### src/rtl/ramb_multirank_if.sv
// ============================================================================
// ramb_multirank_if : request/response bus for ramb_multirank (RAMB_PARITY_EN
// adds the inj_err/rsp_err parity sideband).          Rev 1.0
// ============================================================================
`default_nettype none

interface ramb_multirank_if #(
  parameter int NUM_RANKS      = 2,
  parameter int WORDADDR_WIDTH = 7,
  parameter int DATA_WIDTH     = 8
);
  localparam int RANK_BITS  = (NUM_RANKS > 1) ? $clog2(NUM_RANKS) : 1;
  localparam int ADDR_WIDTH = RANK_BITS + WORDADDR_WIDTH;
  localparam int BE_WIDTH   = DATA_WIDTH / 8;

  logic                  req_valid;
  logic                  req_ready;
  logic                  req_wr;
  logic [ADDR_WIDTH-1:0] req_addr;
  logic [DATA_WIDTH-1:0] req_wdata;
  logic [BE_WIDTH-1:0]   req_be;
  logic                  rsp_valid;
  logic [DATA_WIDTH-1:0] rsp_rdata;
  logic [RANK_BITS-1:0]  rsp_rank;
  logic                  busy;
`ifdef RAMB_PARITY_EN
  logic                  inj_err;
  logic [BE_WIDTH-1:0]   rsp_err;

  modport master (
    output req_valid, req_wr, req_addr, req_wdata, req_be, inj_err,
    input  req_ready, rsp_valid, rsp_rdata, rsp_rank, busy, rsp_err
  );
  modport slave (
    input  req_valid, req_wr, req_addr, req_wdata, req_be, inj_err,
    output req_ready, rsp_valid, rsp_rdata, rsp_rank, busy, rsp_err
  );
`else
  modport master (
    output req_valid, req_wr, req_addr, req_wdata, req_be,
    input  req_ready, rsp_valid, rsp_rdata, rsp_rank, busy
  );
  modport slave (
    input  req_valid, req_wr, req_addr, req_wdata, req_be,
    output req_ready, rsp_valid, rsp_rdata, rsp_rank, busy
  );
`endif
endinterface

`default_nettype wire

### src/rtl/ramb_multirank.sv
// ============================================================================
// ramb_multirank : multi-rank RAM with byte enables, read-latency pipeline and
// rank-switch turnaround. Optional parity via RAMB_PARITY_EN.   Rev 1.0
// ============================================================================
`default_nettype none

module ramb_multirank #(
  parameter int NUM_RANKS      = 2,
  parameter int WORDADDR_WIDTH = 7,
  parameter int DATA_WIDTH     = 8,
  parameter int READ_LATENCY   = 1,
  parameter int TURNAROUND     = 1
) (
  input wire               clk,
  input wire               rst,
  ramb_multirank_if.slave  mem_bus
);
  localparam int RANK_BITS  = (NUM_RANKS > 1) ? $clog2(NUM_RANKS) : 1;
  localparam int ADDR_WIDTH = RANK_BITS + WORDADDR_WIDTH;
  localparam int BE_WIDTH   = DATA_WIDTH / 8;
  localparam int DEPTH      = 1 << ADDR_WIDTH;
  localparam int LAST       = READ_LATENCY - 1;
  localparam logic [2:0] TURN_LOAD = 3'(TURNAROUND);

  logic [DATA_WIDTH-1:0] mem_q [DEPTH];
  logic [RANK_BITS-1:0]  last_rank_q, last_rank_d;
  logic [2:0]            turn_cnt_q, turn_cnt_d;
  logic [READ_LATENCY-1:0] pv_q;
  logic [DATA_WIDTH-1:0] pd_q [READ_LATENCY];
  logic [RANK_BITS-1:0]  pr_q [READ_LATENCY];

  logic [RANK_BITS-1:0]  req_rank;
  logic [DATA_WIDTH-1:0] rd_word;
  logic                  accept;
  logic                  rd_accept;
  logic                  wr_accept;

  assign req_rank  = mem_bus.req_addr[ADDR_WIDTH-1 -: RANK_BITS];
  assign rd_word   = mem_q[mem_bus.req_addr];
  assign mem_bus.req_ready = !(mem_bus.req_valid && (req_rank != last_rank_q) &&
                               (turn_cnt_q != 3'd0));
  assign accept    = mem_bus.req_valid & mem_bus.req_ready;
  assign rd_accept = accept & ~mem_bus.req_wr;
  assign wr_accept = accept &  mem_bus.req_wr;

  // Every accept, including an all-lanes-off write, restarts the turnaround window.
  always_comb begin
    last_rank_d = last_rank_q;
    turn_cnt_d  = turn_cnt_q;
    if (accept) begin
      last_rank_d = req_rank;
      turn_cnt_d  = TURN_LOAD;
    end else if (turn_cnt_q != 3'd0) begin
      turn_cnt_d  = turn_cnt_q - 3'd1;
    end
  end

  always_ff @(posedge clk or posedge rst) begin
    if (rst) begin
      last_rank_q <= '0;
      turn_cnt_q  <= '0;
    end else begin
      last_rank_q <= last_rank_d;
      turn_cnt_q  <= turn_cnt_d;
    end
  end

  always_ff @(posedge clk) begin
    if (wr_accept) begin
      for (int i = 0; i < BE_WIDTH; i++) begin
        if (mem_bus.req_be[i]) mem_q[mem_bus.req_addr][8*i +: 8] <= mem_bus.req_wdata[8*i +: 8];
      end
    end
  end

  // Data/rank stages load only behind a valid bit, so the output holds the last read.
  always_ff @(posedge clk or posedge rst) begin
    if (rst) begin
      pv_q <= '0;
      for (int i = 0; i < READ_LATENCY; i++) begin
        pd_q[i] <= '0;
        pr_q[i] <= '0;
      end
    end else begin
      pv_q[0] <= rd_accept;
      if (rd_accept) begin
        pd_q[0] <= rd_word;
        pr_q[0] <= req_rank;
      end
      for (int i = 1; i < READ_LATENCY; i++) begin
        pv_q[i] <= pv_q[i-1];
        if (pv_q[i-1]) begin
          pd_q[i] <= pd_q[i-1];
          pr_q[i] <= pr_q[i-1];
        end
      end
    end
  end

  assign mem_bus.rsp_valid = pv_q[LAST];
  assign mem_bus.rsp_rdata = pd_q[LAST];
  assign mem_bus.rsp_rank  = pr_q[LAST];
  assign mem_bus.busy      = |pv_q;

`ifdef RAMB_PARITY_EN
  logic [BE_WIDTH-1:0] par_q [DEPTH];
  logic [BE_WIDTH-1:0] pe_q  [READ_LATENCY];
  logic [BE_WIDTH-1:0] rd_par;
  logic [BE_WIDTH-1:0] rd_err;

  assign rd_par = par_q[mem_bus.req_addr];

  always_comb begin
    rd_err = '0;
    for (int i = 0; i < BE_WIDTH; i++) rd_err[i] = (^rd_word[8*i +: 8]) ^ rd_par[i];
  end

  // Even parity; inj_err flips the stored bit so the next read flags the lane.
  always_ff @(posedge clk) begin
    if (wr_accept) begin
      for (int i = 0; i < BE_WIDTH; i++) begin
        if (mem_bus.req_be[i]) par_q[mem_bus.req_addr][i] <= (^mem_bus.req_wdata[8*i +: 8]) ^ mem_bus.inj_err;
      end
    end
  end

  always_ff @(posedge clk or posedge rst) begin
    if (rst) begin
      for (int i = 0; i < READ_LATENCY; i++) pe_q[i] <= '0;
    end else begin
      if (rd_accept) pe_q[0] <= rd_err;
      for (int i = 1; i < READ_LATENCY; i++) begin
        if (pv_q[i-1]) pe_q[i] <= pe_q[i-1];
      end
    end
  end

  assign mem_bus.rsp_err = pe_q[LAST];
`endif

endmodule

`default_nettype wire

### src/flat_wrapper.sv
// flat-port wrapper written by rule: the top's interface ports become plain ports
module ramb_multirank_flat 
#(
  parameter int NUM_RANKS      = 2,
  parameter int WORDADDR_WIDTH = 7,
  parameter int DATA_WIDTH     = 8,
  parameter int READ_LATENCY   = 1,
  parameter int TURNAROUND     = 1
)
  (clk, rst, mem_bus_req_valid, mem_bus_req_wr, mem_bus_req_addr, mem_bus_req_wdata, mem_bus_req_be, mem_bus_req_ready, mem_bus_rsp_valid, mem_bus_rsp_rdata, mem_bus_rsp_rank, mem_bus_busy);
  ramb_multirank_if #(.NUM_RANKS(NUM_RANKS), .WORDADDR_WIDTH(WORDADDR_WIDTH), .DATA_WIDTH(DATA_WIDTH)) mem_bus_i ();
  input wire clk;
  input wire rst;
  input wire logic [$bits(mem_bus_i.req_valid)-1:0] mem_bus_req_valid;
  input wire logic [$bits(mem_bus_i.req_wr)-1:0] mem_bus_req_wr;
  input wire logic [$bits(mem_bus_i.req_addr)-1:0] mem_bus_req_addr;
  input wire logic [$bits(mem_bus_i.req_wdata)-1:0] mem_bus_req_wdata;
  input wire logic [$bits(mem_bus_i.req_be)-1:0] mem_bus_req_be;
  output wire logic [$bits(mem_bus_i.req_ready)-1:0] mem_bus_req_ready;
  output wire logic [$bits(mem_bus_i.rsp_valid)-1:0] mem_bus_rsp_valid;
  output wire logic [$bits(mem_bus_i.rsp_rdata)-1:0] mem_bus_rsp_rdata;
  output wire logic [$bits(mem_bus_i.rsp_rank)-1:0] mem_bus_rsp_rank;
  output wire logic [$bits(mem_bus_i.busy)-1:0] mem_bus_busy;
  assign mem_bus_i.req_valid = mem_bus_req_valid;
  assign mem_bus_i.req_wr = mem_bus_req_wr;
  assign mem_bus_i.req_addr = mem_bus_req_addr;
  assign mem_bus_i.req_wdata = mem_bus_req_wdata;
  assign mem_bus_i.req_be = mem_bus_req_be;
  assign mem_bus_req_ready = mem_bus_i.req_ready;
  assign mem_bus_rsp_valid = mem_bus_i.rsp_valid;
  assign mem_bus_rsp_rdata = mem_bus_i.rsp_rdata;
  assign mem_bus_rsp_rank = mem_bus_i.rsp_rank;
  assign mem_bus_busy = mem_bus_i.busy;
  ramb_multirank #(.NUM_RANKS(NUM_RANKS), .WORDADDR_WIDTH(WORDADDR_WIDTH), .DATA_WIDTH(DATA_WIDTH), .READ_LATENCY(READ_LATENCY), .TURNAROUND(TURNAROUND)) u_core (.clk(clk), .rst(rst), .mem_bus(mem_bus_i));
endmodule
### config.mk
export PLATFORM = sky130hd
export DESIGN_NAME = ramb_multirank_flat
export DESIGN_NICKNAME = d
export VERILOG_FILES = /design/src/rtl/ramb_multirank_if.sv /design/src/rtl/ramb_multirank.sv /design/src/flat_wrapper.sv
export SDC_FILE = /design/constraint.sdc
export NUM_CORES = 2
export LEC_CHECK = 0
export BUFFER_PORTS_ARGS = -buffer_cell sky130_fd_sc_hd__buf_2
export CAP_MARGIN = 0
export CORE_MARGIN = 10
export CORE_UTILIZATION = 46
export DETAILED_ROUTE_END_ITERATION = 10
export HOLD_SLACK_MARGIN = 0.06
export PLACE_DENSITY_LB_ADDON = 0.1
export RECOVER_POWER = 100
export SETUP_SLACK_MARGIN = 0.15
export SLEW_MARGIN = 30
export SYNTH_ARGS = -nofsm -noshare
export SYNTH_HDL_FRONTEND = slang
export SYNTH_SLANG_ARGS = --single-unit
export TNS_END_PERCENT = 30
### constraint.sdc
create_clock -name clk -period 3.3 [get_ports clk]
set_input_delay 0.165 -clock clk [delete_from_list [all_inputs] [get_ports clk]]
set_output_delay 0.165 -clock clk [all_outputs]
set_load 0.02 [all_outputs]
==> PnR_summary.wiki <==
{| class="wikitable"
! Metric !! Value
|-
| Status || finished with violations
|-
| Die Wd || 437 um
|-
| Seq cells post-synth || 2062
|-
| CP top delay family || simple AND/OR/NAND/NOR gates
|-
| CTS tree || built
|-
| Area added between synthesis and finish || 16.1%
|-
| Via Count || 41300
|-
| Sum of routed wire length over all layers || 228000 um
|-
| Number of buffers inserted during clock tree synthesis || 207
|-
| Clock power frac || 0.413
|-
| Violated checks || max-capacitance violations, max-slew violations
|-
| Count of flip-flops with a built-in enable after synthesis || 2048
|-
| Final critical-path required period || 3150 ps
|-
| I/O pin total || 33
|-
| Period Utilization, post-route || 0.954
|-
| Initial DRC Count || 4726
|-
| Number of cells produced by synthesis || 3704
|-
| Placed inst area || 0.0870 sq mm
|-
| Detail Route Antenna Nets || 0
|-
| Clk Tree Root Cell || sky130_fd_sc_hd__clkbuf_16
|-
| Overall overflow remaining after global route || 0
|-
| H-tree lvl count || 4
|-
| Post-route cell area || 0.0927 sq mm
|-
| Number of unique standard cell types used by synthesis || 62
|-
| DRC violations left || 0
|-
| Clock insertion delay at the later pin of the skew report || 840 ps
|-
| Post-synthesis net count || 3727
|-
| Type of the setup path with the least slack || register to register
|-
| Commonest cells in the netlist || sky130_fd_sc_hd__edfxtp_1 (2048), sky130_fd_sc_hd__mux4_2 (514), sky130_fd_sc_hd__nor2_1 (297)
|-
| Hold WC Path Type || input port to register
|-
| Measured slew at the worst slew-check pin || 2840 ps
|-
| Number of standard cells in the final layout excluding fillers || 6802
|-
| Type of element capturing the critical path || register
|-
| Worst EP required || 3770 ps
|-
| Final layout net count || 4353
|-
| Post-synth top area cell || sky130_fd_sc_hd__edfxtp_1
|-
| Maximum achievable frequency || 0.318 GHz
|-
| Die Footprint || 0.191 sq mm
|-
| Most numerous cell in the Yosys netlist || sky130_fd_sc_hd__edfxtp_1
|-
| Global-route wire length before repair || 324000 um
|-
| Cell leakage power || 29.4 nW
|-
| Number of placed instances with taps included || 6414
|-
| Number of global-route vias before repair || 42300
|-
| Power density cells || 595 mW/mm^2
|-
| Core box area || 0.172 sq mm
|-
| Register share of total power || 0.527
|-
| Post-CTS Repair Setup Buffers || 0
|-
| Crit-path max FO || 10
|-
| Max-slew violation count || 795
|-
| Sequential cell area fraction in the yosys report || 0.775
|-
| Total power || 55.2 mW
|-
| Worst clock skew on the final layout || 33.6 ps
|-
| Chip height || 437 um
|-
| Count of buffers from port buffering || 32
|-
| Starting utilization of the core area || 0.464
|-
| Switching power total || 12.0 mW
|-
| Final HPWL from detailed placement || 149000 um
|-
| Crit path largest cell delay || 400 ps
|-
| Setup repair after global routing missed its margin || no
|-
| Overall track demand over capacity in global routing || 0.237
|-
| Share of the synthesized area in the top cell type || 0.770
|-
| Max-cap viol count || 10
|-
| Critical-path cell list || inv_1, ha_1, nor2b_2, o21a_1, and3_1, and3_1, nand2_1, buf_12, nor2_1, clkbuf_1
|-
| Post-Syn Area || 0.0798 sq mm
|-
| Switching fraction of total power || 0.218
|-
| Layout Utilization || 0.538
|-
| CP most frequent cell || sky130_fd_sc_hd__and3_1
|-
| Longest Clk Path Bufs || 3
|-
| Top cells by area in the synthesized netlist || sky130_fd_sc_hd__edfxtp_1 (77%), sky130_fd_sc_hd__mux4_2 (14%), sky130_fd_sc_hd__mux2i_1 (1.4%)
|-
| Clock slew at the register clock pins of the worst setup and hold paths || 60 ps
|-
| Max-slew headroom || -0.893
|-
| Asr flop ratio synth || 0.00679
|-
| Data arrival time at the worst-slack endpoint || 3610 ps
|-
| Internal Pwr Total || 43.2 mW
|-
| Share of cells above drive strength 1 || 0.287
|-
| Total count of hold-check failures in the final report || 0
|-
| Startpoint class of the critical path || register
|-
| Mean Syn Cell Area || 21.6 sq um
|-
| Detailed-route vias per instance || 6.07
|-
| Hold slack final || 262 ps
|-
| Count of buffering cells on the critical path with inverters included || 3
|-
| Number of clock sinks || 2062
|-
| Combinational fraction of design power || 0.061
|-
| Master of the slowest instance on the critical path || sky130_fd_sc_hd__dfrtp_1
|-
| Setup violations, final || 0
|-
| Initial antenna violation count || 3
|-
| Maximum VDD drop || 0.000590 V
|-
| Std-Cell Rows || 152
|-
| Pin count of the biggest net entering global routing || 114
|-
| Synthesis Warnings || 0
|-
| RD Place Congestion || 0.921
|-
| Average routed wire per standard cell || 33.5 um
|-
| Post-synth top flop || sky130_fd_sc_hd__edfxtp_1
|-
| DRT Pass-1 Iters || 6
|}
registers in the layout, indices dropped and copies added, names as in the netlist:
signal                    flops
u_core.mem_q               2048
u_core.mem_bus.rsp_rdata      8
u_core.turn_cnt_q             3
u_core.last_rank_q            1
u_core.mem_bus.busy           1
u_core.mem_bus.rsp_rank       1
logic make-up after synthesis:
kind of cell             after synthesis  share of synthesized area
XOR/XNOR                               1                   0.000110
adder cells (fa/ha/maj)                2                   0.000313
multiplexers                         634                      0.160
buffers and inverters                230                     0.0143
AO/OA/AOI/OAI                        262                     0.0230
flip-flops                          2062                      0.775
AND/OR/NAND/NOR                      513                     0.0274
cell usage in the layout, fill, tap and decap left out, drive strengths merged, types with 13 or more instances in the layout:
| cell type | n |
|---|---|
| dfrtp | 14 |
| o21ai | 28 |
| nand2 | 104 |
| buf | 304 |
| a221oi | 20 |
| nor2b | 13 |
| bufinv | 18 |
| mux2i | 115 |
| mux4 | 514 |
| o22ai | 39 |
| dlygate4sd3 | 15 |
| nand3 | 30 |
| inv | 15 |
| a32oi | 17 |
| clkinv | 83 |
| nor2 | 297 |
| clkbuf | 572 |
| a21oi | 39 |
| edfxtp | 2048 |
| nor3 | 14 |
| a22oi | 64 |
path summary, 6_finish.rpt:
path	slack [ps]	startpoint	to	cells after the start
max	150	u_core.turn_cnt_q[0]$_DFFE_PP0P_	u_core.mem_q[207][2]$_DFFE_PP_	10
min	260	mem_bus_req_addr[2]	u_core.mem_bus.rsp_rdata[7]$_DFFE_PP0P_	4
max reg2reg	150	u_core.turn_cnt_q[0]$_DFFE_PP0P_	u_core.mem_q[207][2]$_DFFE_PP_	10
min reg2reg	500	u_core.turn_cnt_q[0]$_DFFE_PP0P_	u_core.turn_cnt_q[0]$_DFFE_PP0P_	1
max in group asynchronous	2260	rst	u_core.mem_bus.rsp_rdata[7]$_DFFE_PP0P_	4
min in group asynchronous	570	rst	u_core.turn_cnt_q[2]$_DFFE_PP0P_	4
worst register-to-register path, stage by stage (launching register included):
cell                       delay [ps]
sky130_fd_sc_hd__dfrtp_1          400
sky130_fd_sc_hd__inv_1             90
sky130_fd_sc_hd__ha_1             200
sky130_fd_sc_hd__nor2b_2          240
sky130_fd_sc_hd__o21a_1           230
sky130_fd_sc_hd__and3_1           220
sky130_fd_sc_hd__and3_1           240
sky130_fd_sc_hd__nand2_1          240
sky130_fd_sc_hd__buf_12           270
sky130_fd_sc_hd__nor2_1           270
sky130_fd_sc_hd__clkbuf_1         390
power by group through the flow:
stage	logic (mW)	registers [mW]	clock network, mW
detailed placement	3.39	29.6	0
global route	3.51	29.0	24.2
CTS	3.41	29.0	23.2
global placement	3.33	29.6	0
floorplan	1.54	29.5	0
finish	3.35	29.0	22.8
per-stage QoR:
stage / TNS [ps] / worst slack [ps]
2_1_floorplan: 0 / 612
3_3_place_gp: -798 / -582
3_5_place_dp: -1020 / -645
4_1_cts: 0 / 196
5_1_grt: 0 / 87.0
6_report: 0 / 152
cell type report:
class / count / area (sq um)
fill: 13200 / 79500
tap: 2310 / 2890
clock buffer: 253 / 5450
multi-input combinational: 1412 / 16900
sequential: 2062 / 61800
clock inverter: 117 / 1060
antenna: 1 / 2.50
inverter: 9 / 36.3
timing repair buffer: 638 / 4470
per-layer routing:
metal	vias to the layer above	global-route usage	wire length [um]
li1	16800	-	-
met4	2	0.0881	9050
met2	1890	0.383	111000
met3	411	0.0423	16700
met5	-	0	11
met1	22200	0.324	90800
repair_timing:
action / 4_1_cts / 5_1_grt
resized for setup: 1 / 3
setup endpoints to repair: 1 / 363
hold endpoints to repair: 430 / 0
hold buffers: 15 / 0
No activity file was read; power rests on OpenSTA's default activity.
